## config.mk

```make
export PLATFORM = sky130hd
export DESIGN_NAME = exc_cp0
export DESIGN_NICKNAME = d
export VERILOG_FILES = /design/src/rtl/exc_cp0.sv
export SDC_FILE = /design/constraint.sdc
export NUM_CORES = 1
export LEC_CHECK = 0
export BUFFER_PORTS_ARGS = -buffer_cell sky130_fd_sc_hd__buf_2
export CAP_MARGIN = 30
export CORE_MARGIN = 4
export CORE_UTILIZATION = 43
export DETAILED_ROUTE_END_ITERATION = 6
export HOLD_SLACK_MARGIN = 0.06
export PLACE_DENSITY = 0.79
export SETUP_SLACK_MARGIN = 0.15
export SLEW_MARGIN = 0
export SYNTH_ARGS = -nofsm -noshare
export SYNTH_HDL_FRONTEND = slang
export SYNTH_SLANG_ARGS = --single-unit
export TNS_END_PERCENT = 1
```

## constraint.sdc

```tcl
create_clock -name clk -period 3.8 [get_ports clk]
set_input_delay 0.95 -clock clk [delete_from_list [all_inputs] [get_ports clk]]
set_output_delay 0.95 -clock clk [all_outputs]
set_load 0.01 [all_outputs]
```

## src/rtl/exc_cp0.sv

```systemverilog
// CP0 exception/interrupt controller: SR, Cause, EPC and PrID, plus the
// zero-latency IntReq that flushes the pipeline and redirects to the handler.
module exc_cp0 (
    input  logic        clk,
    input  logic        reset,
    input  logic [31:0] pc_m,
    input  logic [31:0] pc_nxt,
    input  logic [6:2]  exc_code_m,
    input  logic        bd_m,
    input  logic [5:0]  hw_int,
    input  logic        we,
    input  logic        eret_m,
    input  logic [4:0]  addr,
    input  logic [31:0] din,
    output logic [31:0] dout,
    output logic        int_req,
    output logic [31:0] epc,
    output logic        exl,
    output logic [31:0] handler_pc
);

    localparam logic [31:0] PRID_C    = 32'h4C4F_5249;
    localparam logic [31:0] HANDLER_C = 32'h0000_4180;

    logic [5:0]  im_q, im_d;
    logic        exl_q, exl_d;
    logic        ie_q, ie_d;
    logic        bd_q, bd_d;
    logic [5:0]  ip_q;
    logic [4:0]  code_q, code_d;
    logic [31:0] epc_q, epc_d;

    logic        irq_s, exc_s, int_req_s;
    logic [31:0] base_s, sr_s, cause_s;

    // Request decode; a bubble in M borrows the PC of the next younger instruction.
    always_comb begin
        irq_s     = (|(hw_int & im_q)) & ie_q & ~exl_q;
        exc_s     = (exc_code_m != 5'd0) & ~exl_q;
        int_req_s = irq_s | exc_s;
        if (pc_m != 32'd0) begin
            base_s = pc_m;
        end else begin
            base_s = pc_nxt;
        end
    end

    // Next-state: taking an interrupt/exception overrides mtc0 and eret; eret beats an SR write of EXL.
    always_comb begin
        im_d   = im_q;
        exl_d  = exl_q;
        ie_d   = ie_q;
        bd_d   = bd_q;
        code_d = code_q;
        epc_d  = epc_q;
        if (int_req_s) begin
            exl_d = 1'b1;
            bd_d  = bd_m;
            if (irq_s) begin
                code_d = 5'd0;
            end else begin
                code_d = exc_code_m;
            end
            if (bd_m) begin
                epc_d = base_s - 32'd4;
            end else begin
                epc_d = base_s;
            end
        end else begin
            if (we) begin
                case (addr)
                    5'd12: begin
                        im_d  = din[15:10];
                        exl_d = din[1];
                        ie_d  = din[0];
                    end
                    5'd14:   epc_d = din & 32'hFFFF_FFFC;
                    default: epc_d = epc_q;
                endcase
            end else begin
                epc_d = epc_q;
            end
            if (eret_m) begin
                exl_d = 1'b0;
            end else begin
                bd_d = bd_q;
            end
        end
    end

    // State registers; Cause.IP samples the interrupt lines on every non-reset edge.
    always_ff @(posedge clk) begin
        if (reset) begin
            im_q   <= 6'd0;
            exl_q  <= 1'b0;
            ie_q   <= 1'b0;
            bd_q   <= 1'b0;
            ip_q   <= 6'd0;
            code_q <= 5'd0;
            epc_q  <= 32'd0;
        end else begin
            im_q   <= im_d;
            exl_q  <= exl_d;
            ie_q   <= ie_d;
            bd_q   <= bd_d;
            ip_q   <= hw_int;
            code_q <= code_d;
            epc_q  <= epc_d;
        end
    end

    // mfc0 read mux from pre-edge state.
    always_comb begin
        sr_s    = {16'd0, im_q, 8'd0, exl_q, ie_q};
        cause_s = {bd_q, 15'd0, ip_q, 3'd0, code_q, 2'd0};
        case (addr)
            5'd12:   dout = sr_s;
            5'd13:   dout = cause_s;
            5'd14:   dout = epc_q;
            5'd15:   dout = PRID_C;
            default: dout = 32'd0;
        endcase
    end

    assign int_req    = int_req_s;
    assign epc        = epc_q;
    assign exl        = exl_q;
    assign handler_pc = HANDLER_C;

endmodule

```

==> results.cfg <==
[synth]
synth_compound_area_share_pct = 25.0
synthTopCellsByArea = dfxtp_1 24%, nand2_1 7.2%, nor2_1 7.1%
synth_edf_count = 0
synth.distinct_cells = 69
synth_top_cells_by_count = 84 x nand2_1, 83 x nor2_1, 52 x dfxtp_1, 44 x a21oi_1, 32 x buf_4
yosysSeqAreaShare_pct = 23.8
synth-adder-area-share_pct = 0.286
yosysTopAreaCellShare_pct = 23.8
yosys.area_share.simple_pct = 34.1
syn_area_per_cell_sq_um = 7.11
synth_top_family_by_area = simple AND/OR/NAND/NOR gates
netlist_area_sq_mm = 0.00438
async_flop_share_pct = 0
yosys.cell_count.top_type = nand2_1
synthMuxAreaShare_pct = 5.83
synth-xor-area-share_pct = 1.60
synth-seq-cells = 52
ys.flop_type = dfxtp_1
yosysTopAreaCell = dfxtp_1
ys_warn_count = 0
synthesis.instances = 616

[grt]
grt_max_degree = 51
grt_pass1_vias = 4603
grt_first_pass_wirelength_mm = 24.4
antenna_found_initial = 3
grt_usage_pct = 26.2
grt_overflow_total = 0

[pwr]
pwr_density_cell_mw_per_mm2 = 245
peakVddDrop_mv = 0.182
power.leakage_nw = 2.40

[drt]
antenna_left = 0
wl_per_cell_microns = 17.8
wl_mm = 16.5
drt_iter0_drc = 476
drc_errors = 0
dr.pass1.iters = 5
vias = 5306
vias_per_cell = 5.72

[timing]
hold_viol_final = 0
maxSlewViolCount = 0
worstMarginPinSlew_ns = 0.586
max_freq_mhz = 296
fin_setup_tns_ns = 0
fin_skew_ns = 0.00619
slew_headroom_pct = 60.9
timing.hold.ws_ns = 0.460
fin_crit_ns = 3.38
period_share_pct = 89.0
rsz0062_at_grt = no
setup-violations-final = 0

[clock_network]
clock_path_buffers = 2
path_clk_slew_ns = 0.10
clk_latency_ns = 0.30
cts-root-buf = clkbuf_8
tritoncts = built
cts_hold_buffers = 0
post_cts_resized = 0
cts_buffers = 5
clock_sinks = 52
h-tree-depth = 2
cts_setup_buffers = 0

[floorplan]
core_area_sq_mm = 0.00986
start_util_pct = 44.4
row_count = 36
die_h_microns = 109
ios = 215
die_w_microns = 109
die_area_sq_mm = 0.0119

[setup_path]
arrival_ns = 3.58
critPathRequiredTime_ns = 4.00
reg2regPathDepth = 9
crit_path_end_kind = register
start_kind = primary input
crit_path_max_fanout = 6
path_class = primary input to register

[placement]
placed_cells = 918
io_buffers = 182
hpwl_mm = 13.0
gp_congestion = 0.979

[finish]
syn2layout_area_growth_pct = 25.4
final_layout_size_suffix_gt1_share_pct = 31.0
nNetsFinal = 910
final_cells = 927
n_fill_cell = 1005

[job]
max-cap-violations = 0

[outcome]
run_status = completed

[min_path]
worst_hold_path_type = register to register
holdPathStages = 2
## layer usage
| layer | share of wire [%] | routed length, microns | up-vias | track usage (%) |
|---|---|---|---|---|
| li1 | - | - | 2558 | - |
| met1 | 44 | 7220 | 2428 | 37.3 |
| met2 | 45 | 7480 | 289 | 41.4 |
| met3 | 9.2 | 1520 | 27 | 3.73 |
| met4 | 1.7 | 274 | 4 | 6.58 |
| met5 | 0.16 | 27 | - | 0 |
## cell type report
cell class	count	area, sq um	share of cell area (%)
inverters	4	15.0	0.273
well taps	133	166	3.03
repair buffers	208	1120	20.4
clock buffers	6	72.6	1.32
clock inverters	2	16.3	0.296
diodes	1	2.50	0.0456
flip-flops and latches	52	1040	19.0
multi-input cells	521	3060	55.7
## metrics by stage
step	total power [W]	cell area, sq um	setup slack [ns]	utilization [%]
2_1_floorplan	0.000856	4500	0.104	-
3_3_place_gp	0.00103	5400	0.184	54.8
3_5_place_dp	0.00103	5400	0.128	54.8
4_1_cts	0.00134	5490	0.442	55.7
5_1_grt	0.00142	5490	0.231	55.7
6_report	0.00135	5490	0.420	55.7
## power breakdown
part / total (W) / switching (W) / internal [W] / leakage (nW)
sequential: 0.000622 / 0.0000357 / 0.000587 / 0.431
clock: 0.000322 / 0.000190 / 0.000132 / 0.0414
combinational: 0.000401 / 0.000240 / 0.000162 / 1.93
total: 0.00135 / 0.000465 / 0.000880 / 2.40
## state kept, by name, summed over array words and instances, names as in the netlist
signal / flops
exl: 1
ip_q: 6
ie_q: 1
code_q: 5
bd_q: 1
epc: 32
im_q: 6
## critical path, cell delays in order
cell and delay, ns:
buf_2 0.13, nor3_1 0.06, buf_4 0.14, nand4_1 0.16
nor3_4 0.09, a21oi_1 0.24, ha_1 0.26, and4_1 0.25
nand4b_1 0.12, mux2i_2 0.21, buf_4 0.18, nand4_1 0.17
or4_1 0.44, and3_1 0.18
## cells in the final DEF, fill, tap and decap left out, types with 7 or more instances in the layout
| master | synthesis | final |
|---|---|---|
| nor2b_1 | 13 | 13 |
| a31o_2 | 9 | 9 |
| mux2i_1 | 23 | 23 |
| and3_1 | 14 | 14 |
| nand3_1 | 10 | 10 |
| a211oi_1 | 8 | 8 |
| or3_1 | 10 | 10 |
| o21ai_0 | 14 | 14 |
| or2_2 | 7 | 7 |
| nor4_1 | 8 | 8 |
| buf_2 | 5 | 182 |
| or4_1 | 9 | 9 |
| a21oi_1 | 44 | 44 |
| nor3_1 | 25 | 25 |
| o31a_1 | 7 | 7 |
| nand2_1 | 84 | 84 |
| a311oi_1 | 13 | 13 |
| a31oi_1 | 14 | 14 |
| dfxtp_1 | 52 | 52 |
| nor2_1 | 83 | 83 |
| conb_1 | 2 | 32 |
| buf_4 | 32 | 25 |
## path summary, 6_finish.rpt
check,startpoint,end,slack [ns]
max,pc_m[5],epc[26],0.42
min,bd_q,bd_q,0.46
max reg2reg,im_q[3],im_q[2],1.38
min reg2reg,bd_q,bd_q,0.46
## logic make-up (layout without fill, tap and decap cells)
group	count (synthesis)	after routing
adder cells (fa/ha/maj)	1	1
buffers and inverters	73	220
AO/OA/AOI/OAI	158	158
AND/OR/NAND/NOR	297	297
other	2	33
XOR/XNOR	8	8
multiplexers	25	25
flip-flops	52	52
Note: power is estimated with default switching activity, not from simulation.
